**config.mk**
```make
export PLATFORM = sky130hd
export DESIGN_NAME = cardinal_nic
export DESIGN_NICKNAME = d
export VERILOG_FILES = /design/src/rtl/cardinal_pkg.sv /design/src/rtl/nic_channel_buffer.sv /design/src/rtl/cardinal_nic.sv
export SDC_FILE = /design/constraint.sdc
export NUM_CORES = 1
export LEC_CHECK = 0
export ABC_AREA = 1
export CAP_MARGIN = 20
export CORE_MARGIN = 2
export CORE_UTILIZATION = 30
export DETAILED_ROUTE_END_ITERATION = 6
export PLACE_DENSITY = 0.68
export SLEW_MARGIN = 0
export SYNTH_ARGS = -nofsm -noshare
export SYNTH_HDL_FRONTEND = slang
export SYNTH_SLANG_ARGS = --single-unit
```
**constraint.sdc**
```tcl
create_clock -name clk -period 10.65 [get_ports clk]
set_input_delay 2.6625 -clock clk [delete_from_list [all_inputs] [get_ports clk]]
set_output_delay 2.6625 -clock clk [all_outputs]
set_load 0.02 [all_outputs]
```
**src/rtl/cardinal_pkg.sv**
```systemverilog
// Shared constants for the cardinal NIC: register map, data width, VC bit.
// Optional feature macro: CARDINAL_NIC_POLARITY_EN (see cardinal_nic).
package cardinal_pkg;

    localparam int DATA_W = 64;
    localparam int VC_BIT = 0;

    localparam logic [1:0] ADDR_IN_BUF   = 2'b00;
    localparam logic [1:0] ADDR_IN_STAT  = 2'b01;
    localparam logic [1:0] ADDR_OUT_BUF  = 2'b10;
    localparam logic [1:0] ADDR_OUT_STAT = 2'b11;

endpackage

```
**src/rtl/nic_channel_buffer.sv**
```systemverilog
// One-entry packet buffer with a full flag; clear wins over load.
module nic_channel_buffer
    import cardinal_pkg::*;
(
    input  logic              clk,
    input  logic              reset,
    input  logic              load,
    input  logic              clear,
    input  logic [0:DATA_W-1] data_in,
    output logic [0:DATA_W-1] data,
    output logic              full
);

    always_ff @(posedge clk or posedge reset) begin
        if (reset) begin
            data <= '0;
            full <= 1'b0;
        end else if (clear) begin
            full <= 1'b0;
        end else if (load) begin
            data <= data_in;
            full <= 1'b1;
        end
    end

endmodule

```
**src/rtl/cardinal_nic.sv**
```systemverilog
// Cardinal router NIC: one-entry input/output channels, memory-mapped.
// Define CARDINAL_NIC_POLARITY_EN to gate injection on the packet VC bit.
module cardinal_nic
    import cardinal_pkg::*;
(
    input  logic              clk,
    input  logic              reset,
    input  logic [0:1]        addr,
    input  logic [0:DATA_W-1] d_in,
    output logic [0:DATA_W-1] d_out,
    input  logic              nicEn,
    input  logic              nicWrEn,
    input  logic              net_si,
    output logic              net_ri,
    input  logic [0:DATA_W-1] net_di,
    output logic              net_so,
    input  logic              net_ro,
    output logic [0:DATA_W-1] net_do,
    input  logic              net_polarity
);

    logic              rd;
    logic              wr;
    logic              in_full;
    logic              out_full;
    logic              in_load;
    logic              in_clear;
    logic              out_load;
    logic              out_clear;
    logic [0:DATA_W-1] in_data;
    logic [0:DATA_W-1] out_data;

    assign rd = nicEn & ~nicWrEn;
    assign wr = nicEn & nicWrEn;

    // Load is only possible while empty, clear only while full.
    assign in_load   = net_si & ~in_full;
    assign in_clear  = rd & (addr == ADDR_IN_BUF) & in_full;
    assign out_load  = wr & (addr == ADDR_OUT_BUF) & ~out_full;
    assign out_clear = net_so & net_ro;

    nic_channel_buffer u_in_buf (
        .clk     (clk),
        .reset   (reset),
        .load    (in_load),
        .clear   (in_clear),
        .data_in (net_di),
        .data    (in_data),
        .full    (in_full)
    );

    nic_channel_buffer u_out_buf (
        .clk     (clk),
        .reset   (reset),
        .load    (out_load),
        .clear   (out_clear),
        .data_in (d_in),
        .data    (out_data),
        .full    (out_full)
    );

    assign net_ri = ~in_full;
    assign net_do = out_data;

`ifdef CARDINAL_NIC_POLARITY_EN
    assign net_so = out_full & (out_data[VC_BIT] == net_polarity);
`else
    logic unused_polarity;
    assign unused_polarity = net_polarity;
    assign net_so = out_full;
`endif

    always_comb begin
        d_out = '0;
        if (rd) begin
            case (addr)
                ADDR_IN_BUF:   d_out = in_data;
                ADDR_IN_STAT:  d_out = {{(DATA_W-1){1'b0}}, in_full};
                ADDR_OUT_STAT: d_out = {{(DATA_W-1){1'b0}}, out_full};
                default:       d_out = '0;
            endcase
        end
    end

endmodule

```
### Word-level counts from Yosys, hierarchy flattened

Cells that the tools add are included.

| word-level totals | value |
|---|---|
| register bits after elaboration | 130 |
| bits in latches | 0 |
| bits in writable memories | 0 |
| ROM bits | 0 |
| input port bits | 137 |
| output and inout bits | 130 |
| logic and storage cells | 31 |
| memories kept | 0 |

| operators by class | value |
|---|---|
| $add $sub $neg | 0 |
| multipliers | 0 |
| divide/modulo/power cells | 0 |
| order comparisons | 0 |
| eq/ne operators | 3 |
| shift operators | 0 |
| mux-type cells | 6 |
| bitwise operators | 13 |
| reductions and logical operators | 5 |

Operator list:

| operator | count |
|---|---|
| $pmux W64 S3 | 1 |
| $mux W64 | 1 |
| $and A1 B1 Y1 | 8 |
| $not A1 Y1 | 5 |
| $eq A2 B2 Y1 const B | 2 |
| $mux W1 | 4 |
| $reduce_and A2 Y1 | 2 |
| $reduce_bool A2 Y1 | 2 |
| $eq A2 B1 Y1 const B | 1 |
| $logic_not A2 Y1 | 1 |

### Logic depth before layout (Yosys ltp)

Gate-level depths: netlist of run 1.

| depth | value |
|---|---|
| depth in word-level cells | 6 |
| depth in mapped cells | 7 |

### Modules after synthesis

From an unflattened synthesis of run 1, not the netlist that was laid out.

| second synthesis, totals | value |
|---|---|
| cells, all modules | 720 |
| area, all modules | 5869.4 µm² |

Modules (own cells, without submodules):

| module | times used | cells each | area each (µm²) | sequential area each (µm²) |
|---|---|---|---|---|
| nic_channel_buffer | 2 | 283 | 2612.5 | 1626.6 |
| cardinal_nic | 1 | 154 | 644.4 | 0.0 |

### Worst setup path after synthesis of run 1

No wires, ideal clock.

| timing | value |
|---|---|
| path kind | input to output |
| start | input addr[0] (netlist bit) |
| end | output d_out[27] (netlist bit) |
| data arrival time | 3.470 ns |
| required time | 7.988 ns |
| slack | 4.518 ns |
| stages | 5 |
| buffers on the path | 2 |
| cell sequence | nor2_2 -> buf_2 -> buf_4 -> nand2_1 -> nor2_1 |

| between the ends | value |
|---|---|
| longest elaborated chain between the ends | 3 |
| elaborated cells between the ends (all ways) | 5 |

Ends and longest elaborated chain:

| item | RTL line | source |
|---|---|---|
| from (decl) | cardinal_nic.sv:8 | `input logic [0:1] addr,` |
| $eq A2 B2 Y1 (tied with other cells) | cardinal_nic.sv:76 | `case (addr)` |
| $pmux W64 S3 (*) | cardinal_nic.sv:76 |  |
| $mux W64 (*) | cardinal_nic.sv:75 | `if (rd) begin` |
| to (decl) | cardinal_nic.sv:10 | `output logic [0:DATA_W-1] d_out,` |

Mark *: on every way between the ends. The rest lies on a longest branch, timed or not.

### Worst setup path after layout of run 1

| timing | value |
|---|---|
| start | input addr[0] (netlist bit) |
| end | output d_out[7] (netlist bit) |

The elaborated chain is that of the path after synthesis.

==> summary.txt, run 1 <==
Flops & latches, synth: 130
CP top delay family: buffers and inverters
Yosys warning count: 0
Area of the core: 18600 µm²
Combinational share of power: 28.5%
Detailed Route WL: 17.3 mm
Minimum clock period: 7.79 ns
Die area: 19900 µm²
DRC: 0
Worst path required time: 7.99 ns
EDFF count, synth: 0
Antenna violations before repair: 0
LEAKAGE: 4.27 nW
Synth area leader: dfrtp_1
Worst Path Max Fanout: 39
Power Density: 214 nW/µm²
NetSw: 0.611 mW
Worst skew pair latency: 0.41 ns
Synthesized instance count: 685
Avg Vias per Cell: 4.58
Slew Viols, Final: 0
Final setup violation count: 0
CP dominant cell by count: clkdlybuf4s50_1
# diodes: 0
# fillers: 1822
Crit-path cells: clkdlybuf4s50_1 -> nor2_2 -> buf_4 -> nand3_2 -> nor2_1 -> clkdlybuf4s50_1
Top cells by area, synth: dfrtp_1 (58%), nand2_1 (17%), nand3_1 (9.1%), nor2_1 (6.2%), a21oi_1 (2.3%)
RSZ-0062 raised after global routing: false
Clock transition at path regs: 0.06 ns
Worst setup SP type: input pin
Final GP Congestion: 0.758
Post-DRT Antenna Nets: 0
Starting density of the core: 30.4%
Die Span Y: 141 µm
Most frequent cells after synthesis: nand2_1 (248), dfrtp_1 (130), nand3_1 (102)
# port buffers: 265
Syn Area/Cell: 8.23 µm²
Synthesized net count: 822
First-pass GRT wire length: 27.0 mm
Post-CTS setup buffers: 0
Number of vias in the routed layout: 5386
Num CTS Buffers: 17
Achievable Freq: 0.128 GHz
Hold crit path type: reg2reg
CTS HTree Levels: 4
Fin nets: 1067
Worst VDD drop: 0.0000996 V
Seq pwr share: 38.2%
Total power: 1.93 mW
Relative slew margins: 38.6%
CTS sink count: 130
Setup tns final: 0 ns
GRT Max-Usage Layer: met2
Yosys top cell area share: 57.7%
Switching Fraction: 31.7%
CP max-delay cell: clkdlybuf4s50_1
Setup CP Type: in2out
Most frequent cell after synthesis: nand2_1
Main flop type after synthesis: dfrtp_1
Largest net degree at the start of global routing: 70
CTS resizes: 0
Worst-Margin Slew: 0.920 ns
Top Ports: 267
Maxcap violations: 0
Cts hold-fix bufs: 0
Count of cell types in the netlist: 17
Root Buffer: clkbuf_16
Max clock buf depth: 2
Met1 usage: 21.6%
Met2 usage: 27.4%
P_int: 1.32 mW
Grt ovf: 0
Clock share of power: 33.3%
Skew final: 0.00652 ns
Drt wl/cell: 14.7 µm
Die width: 141 µm
Arr. time, crit path: 5.13 ns
Status: complete, no violations
Cell Area, Synth: 5640 µm²
Critical path buffer and inverter count: 3
1st-pass router iterations: 4
Share of cells above drive strength 1: 5.09%
CP Capture Type: output port
HPWL after DPL: 11.4 mm
TritonCTS clock tree: done
Worst path max stage delay: 0.64 ns
P&R area growth vs syn: 59.7%
Period utilization: 73.1%
Register area share after synthesis: 57.7%
Gr usage total: 17.2%
Starting DRT DRC Count: 263
Std cell rows: 50
Fin. Hold Viols: 0
Grt met3 use: 7.24%
Async set-reset flop share out of synthesis: 100%
Vias in the first global route: 5153
## state kept, by name (all words and copies together) (netlist names)
name / cells
u_in_buf.data: 64
u_out_buf.full: 1
u_out_buf.data: 64
u_in_buf.full: 1
## worst min-delay path, delay by kind of cell, from the launching register on
family | cells | cell delay (ns)
DFF | 1 | 0.34
and+or+nand+nor | 2 | 0.09
## metal layers
metal / vias to the layer above / wire [µm]
li1: 2626 / -
met1: 2548 / 7460
met2: 195 / 8060
met3: 17 / 1530
met4: 0 / 210
met5: - / 0
## logic make-up (layout without fill, tap and decap cells)
logic type      Yosys count  after routing  share of synthesized area, %
compound gates           27             27                          2.40
simple gates            448            448                          32.4
flops                   130            130                          57.7
buf+inv                  80            338                          7.56
## final cells by class
| class | count | area (µm²) | share of cell area (%) |
|---|---|---|---|
| tap | 234 | 293 | 3.25 |
| sequential | 130 | 3250 | 36.1 |
| multi-input combinational | 475 | 1980 | 21.9 |
| inverter | 32 | 125 | 1.39 |
| timing repair buffer | 274 | 2720 | 30.2 |
| clock buffer | 18 | 429 | 4.76 |
| clock inverter | 14 | 211 | 2.35 |
## final timing paths
| path | startpoint | cells after the start | slack [ns] | to |
|---|---|---|---|---|
| max | addr[0] | 6 | 2.86 | d_out[7] |
| min | u_out_buf.data[27] | 2 | 0.47 | u_out_buf.data[27] |
| max reg2reg | u_in_buf.full | 6 | 8.41 | u_in_buf.data[2] |
| min reg2reg | u_out_buf.data[27] | 2 | 0.47 | u_out_buf.data[27] |
| max in group asynchronous | reset | 3 | 6.59 | u_out_buf.data[16] |
| min in group asynchronous | reset | 2 | 2.70 | u_out_buf.data[32] |
## layout by cell type (no fill, tap or decap), types with 2 or more instances in the layout
cell / netlist / final
clkdlybuf4s50_1: 0 / 265
nand2_1: 248 / 247
dfrtp_1: 130 / 130
nand3_1: 102 / 102
nor2_1: 93 / 92
inv_1: 31 / 30
a21oi_1: 26 / 26
clkbuf_16: 0 / 17
buf_4: 15 / 9
bufinv_16: 0 / 5
clkinv_2: 0 / 4
nand2_2: 1 / 2
nor2_4: 0 / 2
inv_6: 0 / 2
clkinv_4: 0 / 2
clkinvlp_4: 0 / 2
## power by group through the flow
stage	combinational (mW)	clock [mW]	sequential, mW
finish	0.549	0.642	0.737
floorplan	0.257	0	0.796
detailed placement	0.558	0	0.744
global route	0.610	0.683	0.755
global placement	0.547	0	0.738
CTS	0.559	0.659	0.738
## per-stage QoR
stage	hold WS, ns	cell area (µm²)	utilization [%]	std cells	setup WS, ns
floorplan	0.442	5640	-	685	4.52
global placement	0.452	8370	45.0	1145	2.83
detailed placement	0.457	8370	45.0	1145	2.80
CTS	0.472	9010	48.5	1177	2.79
global route	0.482	9010	48.5	1177	2.64
finish	0.467	9010	48.5	1177	2.86
Note: power is estimated with default switching activity, not from simulation.
==> run 2: changes to the inputs <==
==> constraint.sdc (replaced) <==
create_clock -name clk -period 7.36 [get_ports clk]
set_input_delay 1.84 -clock clk [delete_from_list [all_inputs] [get_ports clk]]
set_output_delay 1.84 -clock clk [all_outputs]
set_load 0.02 [all_outputs]
==> run 2 against run 1 <==
Via count decreased by 0.89%. Clock power increased by 54%. First-iteration DRC count shrank 9.9%. Clock skew rose by 0.0022 ns. Count of clock-buffer cells in the layout grew 2. Sequential power rose by 45%. Worst setup slack got worse by 1.6 ns. Critical path type unchanged. Highest routed layer unchanged.
==> summary.txt, run 2 (synthesis gave the netlist of run 1 again) <==
Status: complete, no violations
DRC: 0
CP startpoint: addr[0]
Most common cell after layout, fill and taps aside: clkdlybuf4s50_1
Die area: 19900 µm²
Final GP Congestion: 0.762
Starting DRT DRC Count: 237
Largest net degree at the start of global routing: 77
Die width: 141 µm
CTS HTree Levels: 4
Arr. time, crit path: 4.30 ns
Skew final: 0.00877 ns
Achievable Freq: 0.163 GHz
Number of vias in the routed layout: 5338
CTS resizes: 0
Post-DRT Antenna Nets: 0
Share of cells above drive strength 1: 5.09%
R2r setup slk: 5.18 ns
Fin util: 48.7%
Minimum clock period: 6.14 ns
Root Buffer: clkbuf_16
Final setup violation count: 0
Drt wl/cell: 14.6 µm
Combinational share of power: 27.9%
Clock share of power: 34.6%
Die Span Y: 141 µm
Worst path required time: 5.52 ns
Worst VDD drop: 0.000154 V
Fin nets: 1067
1st-pass router iterations: 4
# port buffers: 265
Top Ports: 267
Slew Viols, Final: 0
Setup tns final: 0 ns
NetSw: 0.888 mW
P&R area growth vs syn: 60.5%
Worst setup SP type: input pin
HPWL after DPL: 11.4 mm
Hold crit path type: reg2reg
LEAKAGE: 4.30 nW
Max clock buf depth: 2
Detailed Route WL: 17.2 mm
Cts hold-fix bufs: 0
# diodes: 0
Top flop regs: u_in_buf.data x64, u_out_buf.data x64
Avg Vias per Cell: 4.54
Reg2reg end: u_in_buf.data[18]
Worst skew pair latency: 0.42 ns
Post-CTS setup buffers: 0
Worst Path Max Fanout: 39
Grt ovf: 0
Worst path max stage delay: 0.65 ns
Setup CP Type: in2out
CP dominant cell by count: clkdlybuf4s50_1
Power Density: 315 nW/µm²
P_int: 1.96 mW
Hold WS: 0.467 ns
Crit-path cells: clkdlybuf4s50_1 -> nor2_2 -> buf_4 -> nand3_2 -> nor2_1 -> clkdlybuf4s50_1
RSZ-0062 raised after global routing: false
Setup crit end: d_out[10]
Maxcap violations: 0
Worst-Margin Slew: 0.742 ns
Area of the core: 18600 µm²
First-pass GRT wire length: 27.2 mm
Num CTS Buffers: 17
Period utilization: 83.4%
Clock transition at path regs: 0.06 ns
R2R cell count: 6
Relative slew margins: 50.5%
CP max-delay cell: clkdlybuf4s50_1
Vias in the first global route: 5150
Gr usage total: 17.3%
Switching Fraction: 31.2%
CTS sink count: 130
Most frequent cells in the layout: clkdlybuf4s50_1 (265), nand2_1 (247), dfrtp_1 (130), nand3_1 (102), nor2_1 (92)
Antenna violations before repair: 0
Fin. Hold Viols: 0
Starting density of the core: 30.4%
Launch instance of the worst register-to-register path: u_in_buf.full
Seq pwr share: 37.5%
TritonCTS clock tree: done
CP Capture Type: output port
Std cell rows: 50
[run 2: per-layer routing]
metal  GRT usage (%)  vias to the layer above  wire, µm
met1            21.6                     2507      7590
met5               0                        -         0
met4            5.05                        0       223
li1                -                     2627         -
met3            6.56                       20      1400
met2            28.1                      184      7990
[run 2: worst max-delay path: cells and delay by family]
family	cells	cell delay (ns)
AND/OR/NAND/NOR	3	0.92
buffers and inverters	3	1.52
[run 2: layout make-up]
class | instances | area, µm²
multi-input cells | 475 | 1980
clock inverters | 12 | 229
clock buffers | 20 | 457
flip-flops and latches | 130 | 3250
fillers | 1781 | 9530
well taps | 234 | 293
repair buffers | 274 | 2720
inverters | 32 | 125
[run 2: worst min path at each step]
| stage | startpoint | end | slack [ns] | cells after the start |
|---|---|---|---|---|
| finish | u_out_buf.data[34] | u_out_buf.data[34] | 0.47 | 2 |
| global route | u_out_buf.data[32] | u_out_buf.data[32] | 0.49 | 2 |
| CTS | u_out_buf.data[30] | u_out_buf.data[30] | 0.47 | 2 |
| detailed placement | u_out_buf.data[45] | u_out_buf.data[45] | 0.46 | 2 |
| global placement | u_out_buf.data[28] | u_out_buf.data[28] | 0.45 | 2 |
| floorplan | u_in_buf.data[63] | u_in_buf.data[63] | 0.44 | 2 |
[run 2: metrics by stage]
step                      cells  power [mW]  area, µm²  setup WS (ns)
after floorplan             685        1.52       5640           2.05
after global placement     1145        1.86       8370           1.19
after detailed placement   1145        1.88       8370           1.19
after CTS                  1177        2.88       9050           1.17
after global routing       1177        3.03       9050           1.01
final                      1177        2.85       9050           1.22
[run 2: power by group through the flow]
stage / logic [mW] / registers [mW] / clock network (mW)
after floorplan: 0.371 / 1.15 / 0
after global placement: 0.792 / 1.07 / 0
after detailed placement: 0.806 / 1.08 / 0
after CTS: 0.806 / 1.07 / 1.01
after global routing: 0.886 / 1.10 / 1.05
final: 0.795 / 1.07 / 0.987
==> run 3: changes to the inputs <==
--- a/config.mk
+++ b/config.mk
@@ -10,7 +10,7 @@
 export CORE_MARGIN = 2
 export CORE_UTILIZATION = 30
 export DETAILED_ROUTE_END_ITERATION = 6
-export PLACE_DENSITY = 0.68
+export PLACE_DENSITY = 0.7
 export SLEW_MARGIN = 0
 export SYNTH_ARGS = -nofsm -noshare
 export SYNTH_HDL_FRONTEND = slang
==> constraint.sdc (replaced) <==
create_clock -name clk -period 5.2 [get_ports clk]
set_input_delay 1.3 -clock clk [delete_from_list [all_inputs] [get_ports clk]]
set_output_delay 1.3 -clock clk [all_outputs]
set_load 0.02 [all_outputs]
==> run 3 against run 2 <==
Largest power group unchanged. Sequential share of layout area shrank 0.11 points. Combinational power increased by 42%. Highest routed layer unchanged. Non-clock buffer count rose by 1.
==> summary.txt, run 3 (synthesis gave the netlist of run 1 again) <==
RSZ-0062 raised after global routing: false
First-pass GRT wire length: 26.2 mm
CTS HTree Levels: 4
Hold WS: 0.465 ns
Fin nets: 1068
Post-DRT Antenna Nets: 0
Dpl ws: 0.532 ns
Largest net degree at the start of global routing: 69
Area of the core: 18600 µm²
Root Buffer: clkbuf_16
Vias in the first global route: 5067
Worst skew pair latency: 0.40 ns
Fin util: 48.9%
Die width: 141 µm
Post-CTS setup buffers: 0
Grt ovf: 0
Clock transition at path regs: 0.05 ns
P&R area growth vs syn: 61.0%
Crit-path cells: clkdlybuf4s50_1 -> nor2_2 -> nand3_2 -> nor2_1 -> clkdlybuf4s50_1
Share of cells above drive strength 1: 5.20%
Maxcap violations: 0
# port buffers: 265
Avg Vias per Cell: 4.53
LEAKAGE: 4.31 nW
Final worst setup slack: 0.539 ns
Top flop regs: u_in_buf.data x64, u_out_buf.data x64
Detailed Route WL: 16.4 mm
Final GP Congestion: 0.769
CTS resizes: 0
Die area: 19900 µm²
Most common cell after layout, fill and taps aside: clkdlybuf4s50_1
CP Capture Type: output port
Antenna violations before repair: 0
Achievable Freq: 0.215 GHz
Drt wl/cell: 14.0 µm
Worst path max stage delay: 0.65 ns
Worst-Margin Slew: 0.906 ns
Final std cells w/o fill: 1177
Fin. Hold Viols: 0
Critical path buffer and inverter count: 2
Slew Viols, Final: 0
Minimum clock period: 4.66 ns
Worst setup SP type: input pin
Cts hold-fix bufs: 0
1st-pass router iterations: 5
Worst path required time: 3.90 ns
Gr usage total: 16.5%
Placed cell count: 1146
# diodes: 0
HPWL after DPL: 11.0 mm
DRC: 0
Setup CP Type: in2out
Die Span Y: 141 µm
Number of vias in the routed layout: 5333
CP top delay family: buffers and inverters
Relative slew margins: 39.4%
Final setup violation count: 0
Top Ports: 267
Most frequent cells in the layout: clkdlybuf4s50_1 (265), nand2_1 (247), dfrtp_1 (130), nand3_1 (102), nor2_1 (92)
# fillers: 1774
CP dominant cell by count: clkdlybuf4s50_1
TritonCTS clock tree: done
Starting DRT DRC Count: 197
Worst Path Max Fanout: 27
Num CTS Buffers: 17
Power Density: 445 nW/µm²
Hold crit path type: reg2reg
Max clock buf depth: 2
CTS sink count: 130
Setup tns final: 0 ns
Starting density of the core: 30.4%
Std cell rows: 50
CP max-delay cell: clkdlybuf4s50_1
Skew final: 0.00446 ns
Period utilization: 89.6%
Arr. time, crit path: 3.36 ns
Worst VDD drop: 0.000265 V
Status: complete, no violations
## run 3: cell count changes in the layout (fill, tap and decap cells not counted), sizes merged
cell and delta:
buf +1, bufinv +1, clkbuf -2, clkinv -1, clkinvlp +1
## run 3: path summary, 6_finish.rpt
kind | slack (ns) | cells past startpoint | from | endpoint
worst min register to register | 0.47 | 2 | u_out_buf.data[54] | u_out_buf.data[54]
worst min-delay path | 0.47 | 2 | u_out_buf.data[54] | u_out_buf.data[54]
max in group asynchronous | 2.92 | 3 | reset | u_out_buf.data[54]
worst max register to register | 2.92 | 6 | u_in_buf.full | u_in_buf.data[13]
min in group asynchronous | 1.44 | 2 | reset | u_in_buf.data[21]
worst max-delay path | 0.54 | 5 | addr[0] | d_out[16]
## run 3: cell type report
class	instances	area [µm²]	area share, %
tap	234	293	3.22
clock buffer	18	439	4.84
multi-input combinational	475	1980	21.8
clock inverter	13	258	2.84
inverter	32	123	1.35
timing repair buffer	275	2740	30.2
sequential	130	3250	35.8
## run 3: power by group
| part | total (mW) | internal, mW | switching, mW |
|---|---|---|---|
| Clock | 1.41 | 0.960 | 0.449 |
| Sequential | 1.51 | 1.35 | 0.154 |
| Combinational | 1.13 | 0.497 | 0.631 |
## run 3: stage by stage
stage          power [mW]  cell area (µm²)
2_1_floorplan        2.16             5640
5_1_grt              4.29             9080
6_report             4.05             9080
3_3_place_gp         2.63             8380
3_5_place_dp         2.67             8380
4_1_cts              4.10             9080
## run 3: per-layer routing
metal  vias up  share of wire, %  routed length [µm]  global-route usage (%)
li1       2625                 -                   -                       -
met1      2507                44                7160                    20.7
met2       188                47                7650                    26.6
met3        13               9.0                1470                    6.22
met4         0              0.92                 151                    4.58
met5         -                 0                   0                       0
## run 3: tightest hold or removal path: stages (launching register included)
cell     delay [ns]
dfrtp_1        0.34
nand2_1        0.05
nand2_1        0.04
